**src/rtl/i2c_pkg.sv**
```systemverilog
// rtl/i2c_pkg.sv - shared I2C state encoding and byte-length constant
package i2c_pkg;

    localparam int BIT_CNT = 8;

    typedef enum logic [2:0] {
        ST_IDLE     = 3'd0,
        ST_ADDR     = 3'd1,
        ST_ACK_ADDR = 3'd2,
        ST_REG      = 3'd3,
        ST_ACK_REG  = 3'd4,
        ST_DATA     = 3'd5,
        ST_ACK_DATA = 3'd6,
        ST_IGNORE   = 3'd7
    } i2c_state_e;

endpackage

```
**src/rtl/i2c_sync_edge.sv**
```systemverilog
// rtl/i2c_sync_edge.sv - 2-FF synchronizer plus history FF with edge strobes
module i2c_sync_edge (
    input  logic clk,
    input  logic rst_n,
    input  logic din,
    output logic level,
    output logic rise,
    output logic fall
);

    logic meta_q, meta_d;
    logic sync_q, sync_d;
    logic hist_q, hist_d;

    always_comb begin
        meta_d = din;
        sync_d = meta_q;
        hist_d = sync_q;
    end

    // Reset to 1 so an idle (pulled-up) bus produces no spurious edges.
    always_ff @(posedge clk or negedge rst_n) begin
        if (!rst_n) begin
            meta_q <= 1'b1;
            sync_q <= 1'b1;
            hist_q <= 1'b1;
        end else begin
            meta_q <= meta_d;
            sync_q <= sync_d;
            hist_q <= hist_d;
        end
    end

    assign level = sync_q;
    assign rise  = sync_q & ~hist_q;
    assign fall  = ~sync_q & hist_q;

endmodule

```
**src/rtl/i2c_target_rx.sv**
```systemverilog
// rtl/i2c_target_rx.sv - I2C write-only target: address match, register pointer, data bytes
import i2c_pkg::*;

module i2c_target_rx #(
    parameter logic [6:0] DEV_ID = 7'h50
) (
    input  logic       clk,
    input  logic       reset_n,
    input  logic       scl_in,
    input  logic       sda_in,
    output logic       sda_oe,
    output logic       wr_valid,
    output logic [7:0] wr_reg,
    output logic [7:0] wr_data,
    output logic       busy,
    output logic [7:0] states
);

    logic scl_lvl, scl_rise, scl_fall;
    logic sda_lvl, sda_rise, sda_fall;

    i2c_sync_edge u_scl_sync (
        .clk   (clk),
        .rst_n (reset_n),
        .din   (scl_in),
        .level (scl_lvl),
        .rise  (scl_rise),
        .fall  (scl_fall)
    );

    i2c_sync_edge u_sda_sync (
        .clk   (clk),
        .rst_n (reset_n),
        .din   (sda_in),
        .level (sda_lvl),
        .rise  (sda_rise),
        .fall  (sda_fall)
    );

    i2c_state_e state_q, state_d;
    logic [3:0] cnt_q, cnt_d;
    logic [7:0] shift_q, shift_d;
    logic [7:0] ptr_q, ptr_d;
    logic       ack_q, ack_d;
    logic       wr_valid_q, wr_valid_d;
    logic [7:0] wr_reg_q, wr_reg_d;
    logic [7:0] wr_data_q, wr_data_d;
    logic       busy_q, busy_d;

    logic       start_det, stop_det, byte_done;
    logic [7:0] new_byte;

    assign start_det = sda_fall & scl_lvl;
    assign stop_det  = sda_rise & scl_lvl;
    assign byte_done = scl_rise && (cnt_q == 4'(BIT_CNT - 1));
    assign new_byte  = {shift_q[6:0], sda_lvl};

    always_comb begin
        state_d    = state_q;
        cnt_d      = cnt_q;
        shift_d    = shift_q;
        ptr_d      = ptr_q;
        ack_d      = ack_q;
        wr_valid_d = 1'b0;
        wr_reg_d   = wr_reg_q;
        wr_data_d  = wr_data_q;

        case (state_q)
            ST_ADDR, ST_REG, ST_DATA: begin
                if (scl_rise) begin
                    shift_d = new_byte;
                    cnt_d   = cnt_q + 4'd1;
                end
                if (byte_done) begin
                    cnt_d = '0;
                    case (state_q)
                        ST_ADDR: begin
                            if (new_byte[7:1] == DEV_ID && !new_byte[0])
                                state_d = ST_ACK_ADDR;
                            else
                                state_d = ST_IGNORE;
                        end
                        ST_REG: begin
                            ptr_d   = new_byte;
                            state_d = ST_ACK_REG;
                        end
                        default: begin
                            wr_valid_d = 1'b1;
                            wr_reg_d   = ptr_q;
                            wr_data_d  = new_byte;
                            ptr_d      = ptr_q + 8'd1;
                            state_d    = ST_ACK_DATA;
                        end
                    endcase
                end
            end
            // First SCL fall after the 8th bit grabs SDA, the next one (after the 9th clock) lets go.
            ST_ACK_ADDR, ST_ACK_REG, ST_ACK_DATA: begin
                if (scl_fall) begin
                    if (!ack_q) begin
                        ack_d = 1'b1;
                    end else begin
                        ack_d   = 1'b0;
                        state_d = (state_q == ST_ACK_ADDR) ? ST_REG : ST_DATA;
                    end
                end
            end
            default: ;
        endcase

        if (start_det) begin
            state_d = ST_ADDR;
            cnt_d   = '0;
            ack_d   = 1'b0;
        end else if (stop_det) begin
            state_d = ST_IDLE;
            cnt_d   = '0;
            ack_d   = 1'b0;
        end

        busy_d = (state_d != ST_IDLE);
    end

    always_ff @(posedge clk or negedge reset_n) begin
        if (!reset_n) begin
            state_q    <= ST_IDLE;
            cnt_q      <= '0;
            shift_q    <= '0;
            ptr_q      <= '0;
            ack_q      <= 1'b0;
            wr_valid_q <= 1'b0;
            wr_reg_q   <= '0;
            wr_data_q  <= '0;
            busy_q     <= 1'b0;
        end else begin
            state_q    <= state_d;
            cnt_q      <= cnt_d;
            shift_q    <= shift_d;
            ptr_q      <= ptr_d;
            ack_q      <= ack_d;
            wr_valid_q <= wr_valid_d;
            wr_reg_q   <= wr_reg_d;
            wr_data_q  <= wr_data_d;
            busy_q     <= busy_d;
        end
    end

    assign sda_oe   = ack_q;
    assign wr_valid = wr_valid_q;
    assign wr_reg   = wr_reg_q;
    assign wr_data  = wr_data_q;
    assign busy     = busy_q;
    assign states   = {5'd0, state_q};

endmodule
```
**config.mk**
```make
export PLATFORM = sky130hd
export DESIGN_NAME = i2c_target_rx
export DESIGN_NICKNAME = d
export VERILOG_FILES = /design/src/rtl/i2c_pkg.sv /design/src/rtl/i2c_sync_edge.sv /design/src/rtl/i2c_target_rx.sv
export SDC_FILE = /design/constraint.sdc
export NUM_CORES = 1
export LEC_CHECK = 0
export BUFFER_PORTS_ARGS = -buffer_cell sky130_fd_sc_hd__buf_2
export CAP_MARGIN = 20
export CORE_MARGIN = 3
export CORE_UTILIZATION = 45
export DETAILED_ROUTE_END_ITERATION = 8
export PLACE_DENSITY = 0.65
export SLEW_MARGIN = 20
export SYNTH_ARGS = -nofsm -noshare
export SYNTH_HDL_FRONTEND = slang
export SYNTH_SLANG_ARGS = --single-unit
```
**constraint.sdc**
```tcl
create_clock -name clk -period 2 [get_ports clk]
set_input_delay 0.1 -clock clk [delete_from_list [all_inputs] [get_ports clk]]
set_output_delay 0.1 -clock clk [all_outputs]
set_load 0.005 [all_outputs]
```
==> results.md <==
* Share of cells above drive strength 1 at 35.8%
* DRC Markers at 0
* N_diodes at 0
* Top cells by area, synth: dfrtp_1, mux2_2, dfstp_2, nor2_1, buf_4
* IO buf count at 25
* CTS H-tree lvls at 2
* Area leader, netlist: dfrtp_1
* Post-synth EDFFs at 0
* Drt wl/cell at 14.6 um
* Router iterations before antenna repair at 4
* Critical path type: flip-flop to flip-flop
* Number of global-route vias before repair at 1,513
* Area of the multi-input gates at 912 um2
* Ys Warns at 0
* Setup tns final at 0 ps
* Ys async rst share at 100%
* Die width at 75.7 um
* Outcome: finished, final reports clean
* Sink Count at 47
* Sequential fraction of the synthesis area at 54.1%
* Data required time of the worst path at 2190 ps
* Worst-path clk slew at 80 ps
* Post-Route WL at 4070 um
* Max-cap violations at 0
* Critical path launch point type: flip-flop
* CTS tree: yes
* Top post-synthesis cells by count: dfrtp_1, mux2_2, nor2_1
* Initial antenna violation count at 0
* Die Height at 75.7 um
* Critical Path Max Stage Delay at 390 ps
* Cell-internal power at 1460 uW
* Final total power at 1960 uW
* HP Class: input port to async pin
* Antenna Nets Post-Route at 0
* Final Hold Fails at 0
* GRT Util Overall at 16.8%
* Synth Area per Inst at 12.1 um2
* GPL Wtd Cong at 0.889
* Hold buffer count at cts at 3
* Starting DRT DRC Count at 86
* CP Data Arrival Time at around 2000 ps
* CP Cell Sequence: ha_1 -> and3b_2 -> nand3b_4 -> nor3_4 -> buf_12 -> mux2_2
* Storage cell area at 0.00118 mm2
* HPWL after DPL at around 3000 um
* VDD IR max at roughly 0.47 mV
* Syn-to-layout area delta at 15.1%
* Min Clock Period, post-route at 1830 ps
* Clk buf depth at 2
* Post-CTS setup buffers at 0
* Worst setup EP type: flip-flop
* Comb power frac at a little under a tenth
* Clock latency on the worst-skew pair at about 300 ps
* Post-cts repair resize count at 0
* Post-Syn Instances at approximately 180
* CTS buffer count at 5
* Total grt overflow at 0
* Seq cells post-synth at 47
* Unique masters post-synth at 48
* Reg power frac at slightly below 60%
* Final setup fails at 0
* CP max stage cell: dfrtp_1
* Most common cell in the netlist: dfrtp_1
* Fmax at 546 MHz
* Synth Cell Area at 0.00219 mm2
* Cell area power density at a little under 800 mW/mm2
* Initial Util at 48.2%
* Crit Path Max Fanout at 17
* Fillcell total at 387
* Global-route wire length before repair at 7260 um
* Total core area at 0.00453 mm2
* Nets at between 200 and 250
* Slew Viols, Final at 0
* Row count at 24
* Synth top area share at 46.9%
* Io pins at 31
* Routed via count at 1,500
* Clock Power Share at 31.9%
* Clk_skew at 5.05 ps
* Full die area at 0.00573 mm2
* Largest net degree at the start of global routing at 22
* Final Cycle Share at between 90% and 100%
* Root Buffer: clkbuf_8
* Switching Share at between 20% and 30%
* Vias/cell at 5.36
* Leakage at 0.00121 uW
* P_sw at 501 uW
* Main flop type after synthesis: dfrtp_1
* RSZ-0062 raised after global routing: no
[placed cells by master, fill, tap and decap left out, types with 2 or more instances in the layout]
cell type / count
nor4b_1: 3
and3b_1: 2
conb_1: 5
clkbuf_8: 7
nand4_1: 2
o22a_1: 4
dlygate4sd3_1: 3
xor2_1: 2
o22ai_1: 2
nor2_1: 13
o21ai_0: 4
nand3_1: 7
ha_1: 2
dfrtp_1: 41
a21oi_1: 6
nand2_1: 11
mux2_2: 23
a2bb2oi_1: 2
nor3_1: 2
buf_2: 25
dfstp_2: 6
mux2i_1: 4
nand3b_1: 3
buf_4: 8
a31oi_1: 2
nor2b_1: 2
[worst paths after layout]
path / cells past startpoint / slack (ps) / from / endpoint
worst max-delay path: 6 / 170 / cnt_q[0]$_DFFE_PN0P_ / wr_data[5]$_DFFE_PN0P_
max in group asynchronous: 3 / 1290 / reset_n / state_q[1]$_DFF_PN0_
worst min register to register: 0 / 360 / u_sda_sync.meta_q$_DFF_PN1_ / u_sda_sync.level$_DFF_PN1_
worst min-delay path: 2 / 190 / reset_n / busy$_DFF_PN0_
worst max register to register: 6 / 170 / cnt_q[0]$_DFFE_PN0P_ / wr_data[5]$_DFFE_PN0P_
min in group clk: 0 / 360 / u_sda_sync.meta_q$_DFF_PN1_ / u_sda_sync.level$_DFF_PN1_
[metrics by stage]
step	hold WS, ps	util [%]	instance area [um2]	std cells	setup WS [ps]
3_5_place_dp	-33.9	52.5	2380	269	176
4_1_cts	187	55.5	2520	280	156
2_1_floorplan	-196	-	2200	185	146
6_report	185	55.5	2520	280	168
3_3_place_gp	-31.5	52.5	2380	269	229
5_1_grt	208	55.5	2520	280	81.5
[cells by family (layout without fill, tap and decap cells)]
group / count (synthesis) / count (layout) / share of synthesized area, %
muxes: 27 / 27 / 13.7
and+or+nand+nor: 58 / 58 / 16.0
DFF: 47 / 47 / 54.1
adders and majority gates: 2 / 2 / 1.14
xor gates and xnor gates: 3 / 3 / 1.20
AOI/OAI and AO/OA: 28 / 28 / 8.87
buffers and inverters: 15 / 45 / 4.81
other: 1 / 5 / 0.172
[worst max-delay path, delay by kind of cell, from the launching register on]
family	cells	cell delay, ps
buf+inv	1	180
simple gates	3	580
mux	1	340
flops	1	390
fa+ha+maj	1	230
[power by group through the flow]
stage / registers [uW] / logic, uW / clock network, uW
after global placement: 1160 / 177 / 0
after detailed placement: 1160 / 186 / 0
after CTS: 1150 / 191 / 646
after floorplan: 1120 / 141 / 0
final: 1150 / 188 / 624
after global routing: 1170 / 211 / 687
[routing by layer]
metal | part of all wire [%] | routed length, um | vias to the layer above | global-route usage [%]
met4 | 1.7 | 70 | 0 | 7.38
met1 | 48 | 1960 | 738 | 23.3
met3 | 4.6 | 189 | 9 | 4.75
li1 | - | - | 710 | -
met5 | 0 | 0 | - | 0
met2 | 45 | 1850 | 43 | 24.7
[cell type report]
cell class	instances	area share, %
Sequential cell	47	47.0
Multi-Input combinational cell	123	36.3
Timing Repair Buffer	37	9.35
Clock buffer	7	3.83
Tap cell	65	3.23
Clock inverter	1	0.298
Note: power is estimated with default switching activity, not from simulation.
